`src/rtl/fetch_unit_pkg.sv`:
```
// Shared core definitions for the instruction fetch front end: default widths,
// reset vector, prefetch depth and the fetch FSM state type.
package fetch_unit_pkg;

    localparam int          FETCH_DATA_WIDTH = 32;
    localparam logic [31:0] FETCH_RESET_PC   = 32'h0000_0000;
    localparam int          FETCH_DEPTH      = 2;
    localparam int          FETCH_CNT_W      = $clog2(FETCH_DEPTH + 1);

    typedef enum logic [1:0] {
        ST_IDLE  = 2'd0,
        ST_RUN   = 2'd1,
        ST_FLUSH = 2'd2
    } fetch_state_t;

endpackage

```
`src/rtl/fetch_unit_fifo.sv`:
```
// Two-entry {pc, instruction} buffer between the memory response path and the
// decoder. Flush has priority over push/pop; the head reads as zero when empty.
module fetch_fifo
    import fetch_unit_pkg::*;
#(
    parameter int WIDTH = 64
) (
    input  logic                   clk,
    input  logic                   rst_n,
    input  logic                   push,
    input  logic [WIDTH-1:0]       push_data,
    input  logic                   pop,
    input  logic                   flush,
    output logic [WIDTH-1:0]       head_data,
    output logic                   full,
    output logic                   empty,
    output logic [FETCH_CNT_W-1:0] count
);

    logic [WIDTH-1:0]       r_mem [FETCH_DEPTH];
    logic                   r_wr_ptr;
    logic                   r_rd_ptr;
    logic [FETCH_CNT_W-1:0] r_count;
    logic                   w_pop;
    logic                   w_push;

    assign w_pop  = pop && (r_count != '0);
    // A push into a full buffer is only legal when the head leaves the same cycle.
    assign w_push = push && ((r_count != FETCH_CNT_W'(FETCH_DEPTH)) || w_pop);

    always_ff @(posedge clk or negedge rst_n) begin
        if (!rst_n) begin
            r_wr_ptr <= 1'b0;
            r_rd_ptr <= 1'b0;
            r_count  <= '0;
            for (int i = 0; i < FETCH_DEPTH; i++) begin
                r_mem[i] <= '0;
            end
        end else if (flush) begin
            r_wr_ptr <= 1'b0;
            r_rd_ptr <= 1'b0;
            r_count  <= '0;
        end else begin
            if (w_push) begin
                r_mem[r_wr_ptr] <= push_data;
                r_wr_ptr        <= ~r_wr_ptr;
            end
            if (w_pop) begin
                r_rd_ptr <= ~r_rd_ptr;
            end
            r_count <= r_count + FETCH_CNT_W'(w_push) - FETCH_CNT_W'(w_pop);
        end
    end

    assign empty     = (r_count == '0);
    assign full      = (r_count == FETCH_CNT_W'(FETCH_DEPTH));
    assign count     = r_count;
    assign head_data = empty ? '0 : r_mem[r_rd_ptr];

endmodule

```
`src/rtl/fetch_unit.sv`:
```
// Instruction fetch unit: credit-limited prefetch into a 2-entry buffer, with
// redirect handling that discards responses to requests already in flight.
module fetch_unit
    import fetch_unit_pkg::*;
#(
    parameter int                    DATA_WIDTH = FETCH_DATA_WIDTH,
    parameter logic [DATA_WIDTH-1:0] RESET_PC   = FETCH_RESET_PC
) (
    input  logic                  clk,
    input  logic                  rst_n,
    output logic                  imem_req_valid,
    input  logic                  imem_req_ready,
    output logic [DATA_WIDTH-1:0] imem_addr,
    input  logic                  imem_resp_valid,
    input  logic [DATA_WIDTH-1:0] imem_resp_data,
    input  logic                  redirect_valid,
    input  logic [DATA_WIDTH-1:0] redirect_pc,
    output logic                  instr_valid,
    input  logic                  instr_ready,
    output logic [DATA_WIDTH-1:0] instruction,
    output logic [DATA_WIDTH-1:0] instr_pc
);

    fetch_state_t           r_state;
    logic [DATA_WIDTH-1:0]  r_fetch_pc;
    logic [DATA_WIDTH-1:0]  r_resp_pc;
    logic [1:0]             r_outstanding;
    logic [1:0]             r_discard;

    logic                   w_active;
    logic                   w_req_fire;
    logic                   w_resp_live;
    logic                   w_redirect;
    logic                   w_push;
    logic                   w_pop;
    logic [1:0]             w_out_next;
    logic [2:0]             w_credit_used;
    logic [DATA_WIDTH-1:0]  w_target;
    logic                   w_fifo_full;
    logic                   w_fifo_empty;
    logic [FETCH_CNT_W-1:0] w_fifo_count;
    logic [2*DATA_WIDTH-1:0] w_head;
    logic                   w_unused;

    assign w_unused      = &{1'b0, redirect_pc[1:0]};
    assign w_active      = (r_state != ST_IDLE);
    assign w_credit_used = 3'(r_outstanding) + 3'(w_fifo_count);
    assign imem_req_valid = w_active && !w_fifo_full && (w_credit_used < 3'(FETCH_DEPTH));
    assign imem_addr     = r_fetch_pc;

    assign w_req_fire  = imem_req_valid && imem_req_ready;
    // Responses with nothing in flight are strays (e.g. from before a reset).
    assign w_resp_live = imem_resp_valid && (r_outstanding != 2'd0);
    assign w_redirect  = redirect_valid && w_active;
    assign w_push      = w_resp_live && !w_redirect && (r_discard == 2'd0);
    assign w_pop       = instr_valid && instr_ready;
    assign w_out_next  = r_outstanding + 2'(w_req_fire) - 2'(w_resp_live);
    assign w_target    = {redirect_pc[DATA_WIDTH-1:2], 2'b00};

    always_ff @(posedge clk or negedge rst_n) begin
        if (!rst_n) begin
            r_state       <= ST_IDLE;
            r_fetch_pc    <= RESET_PC;
            r_resp_pc     <= RESET_PC;
            r_outstanding <= 2'd0;
            r_discard     <= 2'd0;
        end else begin
            r_outstanding <= w_out_next;
            case (r_state)
                ST_IDLE: r_state <= ST_RUN;
                default: begin
                    if (w_redirect) begin
                        // Everything still in flight (incl. this cycle's request) is stale.
                        r_fetch_pc <= w_target;
                        r_resp_pc  <= w_target;
                        r_discard  <= w_out_next;
                        r_state    <= (w_out_next != 2'd0) ? ST_FLUSH : ST_RUN;
                    end else begin
                        if (w_req_fire) begin
                            r_fetch_pc <= r_fetch_pc + DATA_WIDTH'(4);
                        end
                        if (w_resp_live) begin
                            if (r_discard != 2'd0) begin
                                r_discard <= r_discard - 2'd1;
                                if (r_discard == 2'd1) begin
                                    r_state <= ST_RUN;
                                end
                            end else begin
                                r_resp_pc <= r_resp_pc + DATA_WIDTH'(4);
                            end
                        end
                    end
                end
            endcase
        end
    end

    fetch_fifo #(
        .WIDTH(2 * DATA_WIDTH)
    ) u_fifo (
        .clk       (clk),
        .rst_n     (rst_n),
        .push      (w_push),
        .push_data ({r_resp_pc, imem_resp_data}),
        .pop       (w_pop),
        .flush     (w_redirect),
        .head_data (w_head),
        .full      (w_fifo_full),
        .empty     (w_fifo_empty),
        .count     (w_fifo_count)
    );

    assign instr_valid = !w_fifo_empty;
    assign instr_pc    = w_head[2*DATA_WIDTH-1:DATA_WIDTH];
    assign instruction = w_head[DATA_WIDTH-1:0];

endmodule

```
`config.mk`:
```
export PLATFORM = sky130hd
export DESIGN_NAME = fetch_unit
export DESIGN_NICKNAME = d
export VERILOG_FILES = /design/src/rtl/fetch_unit_pkg.sv /design/src/rtl/fetch_unit_fifo.sv /design/src/rtl/fetch_unit.sv
export SDC_FILE = /design/constraint.sdc
export NUM_CORES = 1
export LEC_CHECK = 0
export CAP_MARGIN = 5
export CORE_MARGIN = 5
export CORE_UTILIZATION = 45
export DETAILED_ROUTE_END_ITERATION = 10
export PLACE_DENSITY = 0.7
export SLEW_MARGIN = 20
export SYNTH_ARGS = -nofsm -noshare
export SYNTH_HDL_FRONTEND = slang
export SYNTH_SLANG_ARGS = --single-unit
```
`constraint.sdc`:
```
create_clock -name clk -period 5.4 [get_ports clk]
set_input_delay 0.81 -clock clk [delete_from_list [all_inputs] [get_ports clk]]
set_output_delay 0.81 -clock clk [all_outputs]
set_load 0.02 [all_outputs]
```
==> flow_summary.ini, run 1 <==
[layout]
fin_cells = 1268
nets = 1059
regArea_um2 = 4860
multi_input_area_um2 = 4550
final_layout_size_suffix_gt1_share_pct = 17.3
insertedDiodeCount = 0
final_core_util_pct = 57.2
fill_cells = 1802
synthToLayoutAreaGrowth_pct = 24.3

[drt]
post_drt_wl_per_cell_um = 17.8
wl_mm = 22.6
ant_nets = 0
viasPerCell = 5.25
drtPass1Iterations = 4
drc = 0
vias = 6661
drtIter0Drc = 396

[logic_synthesis]
synthCells = 837
ys_types = 45
synth-edff-count = 0
yosys-top-cells-area = dfrtp_1, mux2_4, mux2_2, mux2i_1, xnor2_1
ys.flop_type = dfrtp_1
yosysWarnings = 0
synth_seq_area_share_pct = 49.8
netlist.area_leader.share_pct = 49.8
ys_seq_elements = 194
yosysTopAreaCell = dfrtp_1
async_reset_ff_share_pct = 100
syn-cell-area_um2 = 9740
synth_area_per_cell_um2 = 11.6

[worst_setup_path]
critPathCapture = instr_pc[14]
rrSetupSlack_ns = 2.11
slowest_stage = dfrtp_4
cp.arrival_ns = 2.81
cp_slowest_stage_delay_ns = 1.00
end_kind = primary output
start_kind = flop
criticalPathCategory = flop to primary output
crit_chain = buf_4, mux2i_1, nor2_1, clkdlybuf4s50_1
reg2reg_to = r_state[0]
cp.required_ns = 4.59
reg2regPathDepth = 12
rr_startpoint = u_fifo.count[0]
startpoint = u_fifo.r_rd_ptr
path_max_fanout = 47

[grt]
grt_pass1_wl_mm = 36.6
grt_max_degree = 116
grt_usage_pct = 18.4
grt_pass1_vias = 6898
grt.overflow.total = 0
antenna_found_initial = 1

[worst_hold_path]
min_path_type = primary input to asynchronous set/reset pin

[place]
io_buffers = 161
pre_cts_slack_ns = 1.98
dp_hpwl_mm = 15.6
routabilityCongestion = 0.844
dp_cells = 1236

[power]
power.total_w = 0.00666
switching_power_w = 0.00247
ir_drop_mv = 0.276
power_frac_comb_pct = 42.3
intPower_w = 0.00419
seqPwrFrac_pct = 39.2
p_sw_share_pct = 37.1
powerDensity_nw_per_um2 = 550
leakagePower_nw = 5.09
clkPwrFrac_pct = 18.5

[timing]
period_share_pct = 67.1
rsz0062_at_grt = false
slew-limit-headroom_pct = 35.4
setup_ws_ns = 1.78
period_minus_slack_ns = 3.62
finalSetupViolations = 0
worst_pin_slew_ns = 0.968
finalMaxSlewViolations = 0
fmax_mhz = 276
hold_violations = 0
skew_ns = 0.00871
finalSetupTns_ns = 0

[die]
core_area_um2 = 21200
rows = 53
initial_core_util_pct = 46.0
ios = 168
die_w_um = 157
dieHeight_um = 157
dieArea_um2 = 24700

[clock_network]
cts_root_buf = clkbuf_16
cts_made_buffers = 17
clk-insertion-delay-late_ns = 0.42
cts_tree = built
htreeDepth = 4
cts_max_path_buffers = 2
cts_hold_buf = 0
clk_pin_slew_ns = 0.07
cts.repair.resized = 0
post_cts_buffers = 0
cts_sinks = 194

[outcome]
status = completed

[flow_run]
maxCapViolations = 0
## synth_stat cells (12+ instances only)
cell,n
a21oi_1,46
buf_6,12
clkbuf_1,27
dfrtp_1,194
inv_1,15
mux2_2,63
mux2_4,59
mux2i_1,63
nand2_1,36
nand3_1,17
nand4_1,16
nor2_1,100
nor3_1,17
nor4_1,23
o21ai_0,13
xnor2_1,55
## power by group through the flow
stage / combinational, W / clock, W / sequential (W)
2_1_floorplan: 0.00184 / 0 / 0.00252
3_3_place_gp: 0.00276 / 0 / 0.00259
3_5_place_dp: 0.00284 / 0 / 0.00263
4_1_cts: 0.00286 / 0.00126 / 0.00261
5_1_grt: 0.00307 / 0.00132 / 0.00270
6_report: 0.00282 / 0.00123 / 0.00261
## area by class of cell
type	count	share of cell area, %
Clock buffer	20	3.77
Clock inverter	12	0.961
Inverter	16	0.496
Multi-Input combinational cell	582	37.6
Sequential cell	194	40.1
Tap cell	275	2.84
Timing Repair Buffer	169	14.2
## registers in the layout (all words and copies together) (netlist names)
register,count
imem_addr,30
r_discard,2
r_outstanding,2
r_resp_pc,30
r_state,2
u_fifo.count,2
u_fifo.r_mem,124
u_fifo.r_rd_ptr,1
u_fifo.r_wr_ptr,1
## stage by stage
stage / hold slack [ns] / cell area (um2)
after detailed placement: 0.475 / 11500
final: 0.487 / 12100
after global routing: 0.513 / 12100
after floorplan: 0.457 / 9750
after global placement: 0.468 / 11500
after CTS: 0.491 / 12100
## worst max-delay path, delay by kind of cell (launching register included)
kind | cells | cell delay, ns
flops | 1 | 1.00
buf+inv | 2 | 0.99
mux | 1 | 0.33
simple gates | 1 | 0.06
## worst min-delay path by stage
stage	startpoint	endpoint	slack, ns
after floorplan	u_fifo.r_mem[101]	u_fifo.r_mem[101]	0.46
after global placement	u_fifo.r_mem[101]	u_fifo.r_mem[101]	0.47
final	rst_n	u_fifo.r_mem[26]	0.49
after global routing	u_fifo.r_mem[101]	u_fifo.r_mem[101]	0.51
after CTS	u_fifo.r_mem[101]	u_fifo.r_mem[101]	0.49
after detailed placement	u_fifo.r_mem[101]	u_fifo.r_mem[101]	0.48
## cell usage in the layout, fill, tap and decap left out, types with 2 or more instances in the layout
master,Yosys,layout
mux2i_1,63,63
nand4_1,16,16
ha_1,8,8
o21ai_1,5,5
buf_4,5,5
xor2_1,8,8
and3_1,10,10
conb_1,1,4
nand3_1,17,17
a31oi_1,2,2
inv_6,0,7
clkinvlp_4,0,2
inv_1,15,15
clkbuf_8,0,3
buf_16,0,2
and4_1,11,11
xnor2_1,55,55
clkdlybuf4s50_1,0,160
mux2_1,2,2
clkbuf_16,0,17
nor3_1,17,17
mux2_4,59,59
dfrtp_1,194,193
o21ai_0,13,13
and2_1,7,7
mux2_2,63,63
o21a_1,2,2
nor2_1,100,99
clkinv_2,0,2
nand2_1,36,35
nor4_1,23,23
a21oi_1,46,46
## logic make-up (layout without fill, tap and decap cells)
group / Yosys count / after routing / share of synthesized area, %
AND/OR/NAND/NOR: 248 / 248 / 12.7
AO/OA/AOI/OAI: 71 / 71 / 3.85
flip-flops: 194 / 194 / 49.8
XOR/XNOR: 63 / 63 / 5.66
other: 1 / 4 / 0.0385
adder cells (fa/ha/maj): 9 / 9 / 1.23
multiplexers: 187 / 187 / 23.1
buffers and inverters: 64 / 217 / 3.62
## per-layer routing
layer	global-route usage, %	routed length [um]	vias up
met5	0	12	-
li1	-	-	3202
met3	4.29	1290	14
met4	3.24	203	2
met2	28.1	10000	187
met1	27.5	11100	3256
Power figures use the tool's default switching activity.
==> run 2: changes to the inputs <==
clock period = 3.5 ns   (was 5.4 ns; I/O delays follow)
==> run 2 against run 1 <==
Effect of this change: clock power rose by 48%; utilization rose by 0.18 points; sequential power rose by 52%; largest cell class unchanged; total power up 53%; die area is the same; combinational power increased by 55%.
==> flow_summary.ini, run 2 (same netlist as run 1, synthesis figures left out) <==
[die]
ios = 168
initial_core_util_pct = 46.0
die_w_um = 157
rows = 53
dieHeight_um = 157
core_area_um2 = 21200
dieArea_um2 = 24700

[power]
powerDensity_nw_per_um2 = 836
ir_drop_mv = 0.371
leakagePower_nw = 5.10
power.total_w = 0.0102

[layout]
fin_cells = 1269
synthToLayoutAreaGrowth_pct = 24.7
nets = 1061
final_layout_size_suffix_gt1_share_pct = 17.3
final_common_cell = dfrtp_1
final_cell_mix = dfrtp_1, clkdlybuf4s50_1, nor2_1
largest-register = u_fifo.r_mem
final_core_util_pct = 57.4
largest_register_ffs = 124
insertedDiodeCount = 0

[worst_setup_path]
slowest_stage = clkdlybuf4s50_1
path_max_fanout = 4
cp.required_ns = 2.97
start_kind = flop
crit_chain = and2_1, fa_1, nor2_1, and3_1, clkdlybuf4s50_1
end_kind = primary output
criticalPathCategory = flop to primary output
cp_slowest_stage_delay_ns = 0.62
critPathBufInv = 1
cp.arrival_ns = 2.42
crit_family = buffers and inverters

[clock_network]
clk-insertion-delay-late_ns = 0.42
htreeDepth = 4
cts_max_path_buffers = 2
cts_made_buffers = 17
cts.repair.resized = 0
cts_sinks = 194
cts_hold_buf = 0
post_cts_buffers = 0
clk_pin_slew_ns = 0.07
cts_tree = built
cts_root_buf = clkbuf_16

[drt]
wl_met1_mm = 10.7
met3_length_mm = 1.39
top_layer_used = met4
wl_mm = 22.2
drtIter0Drc = 423
post_drt_wl_per_cell_um = 17.5
vias = 6748
ant_nets = 0
drc = 0
viasPerCell = 5.32
met2_length_mm = 9.83
drtPass1Iterations = 5

[timing]
finalMaxSlewViolations = 0
hold_violations = 0
period_minus_slack_ns = 2.94
finalSetupTns_ns = 0
worst_pin_slew_ns = 0.849
period_share_pct = 84.1
skew_ns = 0.0133
finalSetupViolations = 0
slew-limit-headroom_pct = 43.4
fmax_mhz = 340
rsz0062_at_grt = false

[grt]
grt_max_degree = 103
grt_usage_pct = 18.1
grt_pass1_vias = 6794
grt_pass1_wl_mm = 35.6
antenna_found_initial = 0
grt.overflow.total = 0

[outcome]
status = completed

[worst_hold_path]
min_path_type = primary input to asynchronous set/reset pin

[flow_run]
maxCapViolations = 0

[place]
io_buffers = 161
routabilityCongestion = 0.831
dp_hpwl_mm = 15.3
dp_cells = 1238
run 2: final cells by class:
cell class                      count  area (um2)
Timing Repair Buffer              171        1780
Multi-Input combinational cell    582        4550
Clock buffer                       24         502
Sequential cell                   194        4860
Fill cell                        1784        9010
Inverter                           16        60.1
Clock inverter                      7        51.3
Tap cell                          275         344
run 2: worst paths after layout:
path                       cells after the start              start                 to  slack (ns)
setup / recovery                               5    u_fifo.count[0]     imem_req_valid        0.56
hold / removal                                 1              rst_n   u_fifo.r_mem[92]        0.16
setup reg to reg                              12    u_fifo.count[0]         r_state[0]        0.56
hold reg to reg                                1  u_fifo.r_mem[101]  u_fifo.r_mem[101]        0.48
max in group asynchronous                      2              rst_n  u_fifo.r_mem[119]        2.54
min in group clk                               1  u_fifo.r_mem[101]  u_fifo.r_mem[101]        0.48
run 2: where the power goes:
part | internal [W] | total (W) | switching, W
clock network | 0.00100 | 0.00182 | 0.000820
registers | 0.00314 | 0.00398 | 0.000835
logic | 0.00228 | 0.00436 | 0.00208
total | 0.00642 | 0.0102 | 0.00374
run 2: per-stage QoR:
stage          area, um2  worst slack (ns)  hold slack [ns]
2_1_floorplan       9750             0.739            0.229
3_3_place_gp       11600             0.604            0.470
3_5_place_dp       11600             0.566            0.474
4_1_cts            12100             0.499            0.217
5_1_grt            12100             0.309            0.235
6_report           12100             0.558            0.159
run 2: per-layer routing:
layer  GRT usage [%]  vias to the layer above
met5               0                        -
met4            3.81                        0
met3            3.96                       12
met2            27.7                      222
met1            26.6                     3312
li1                -                     3202
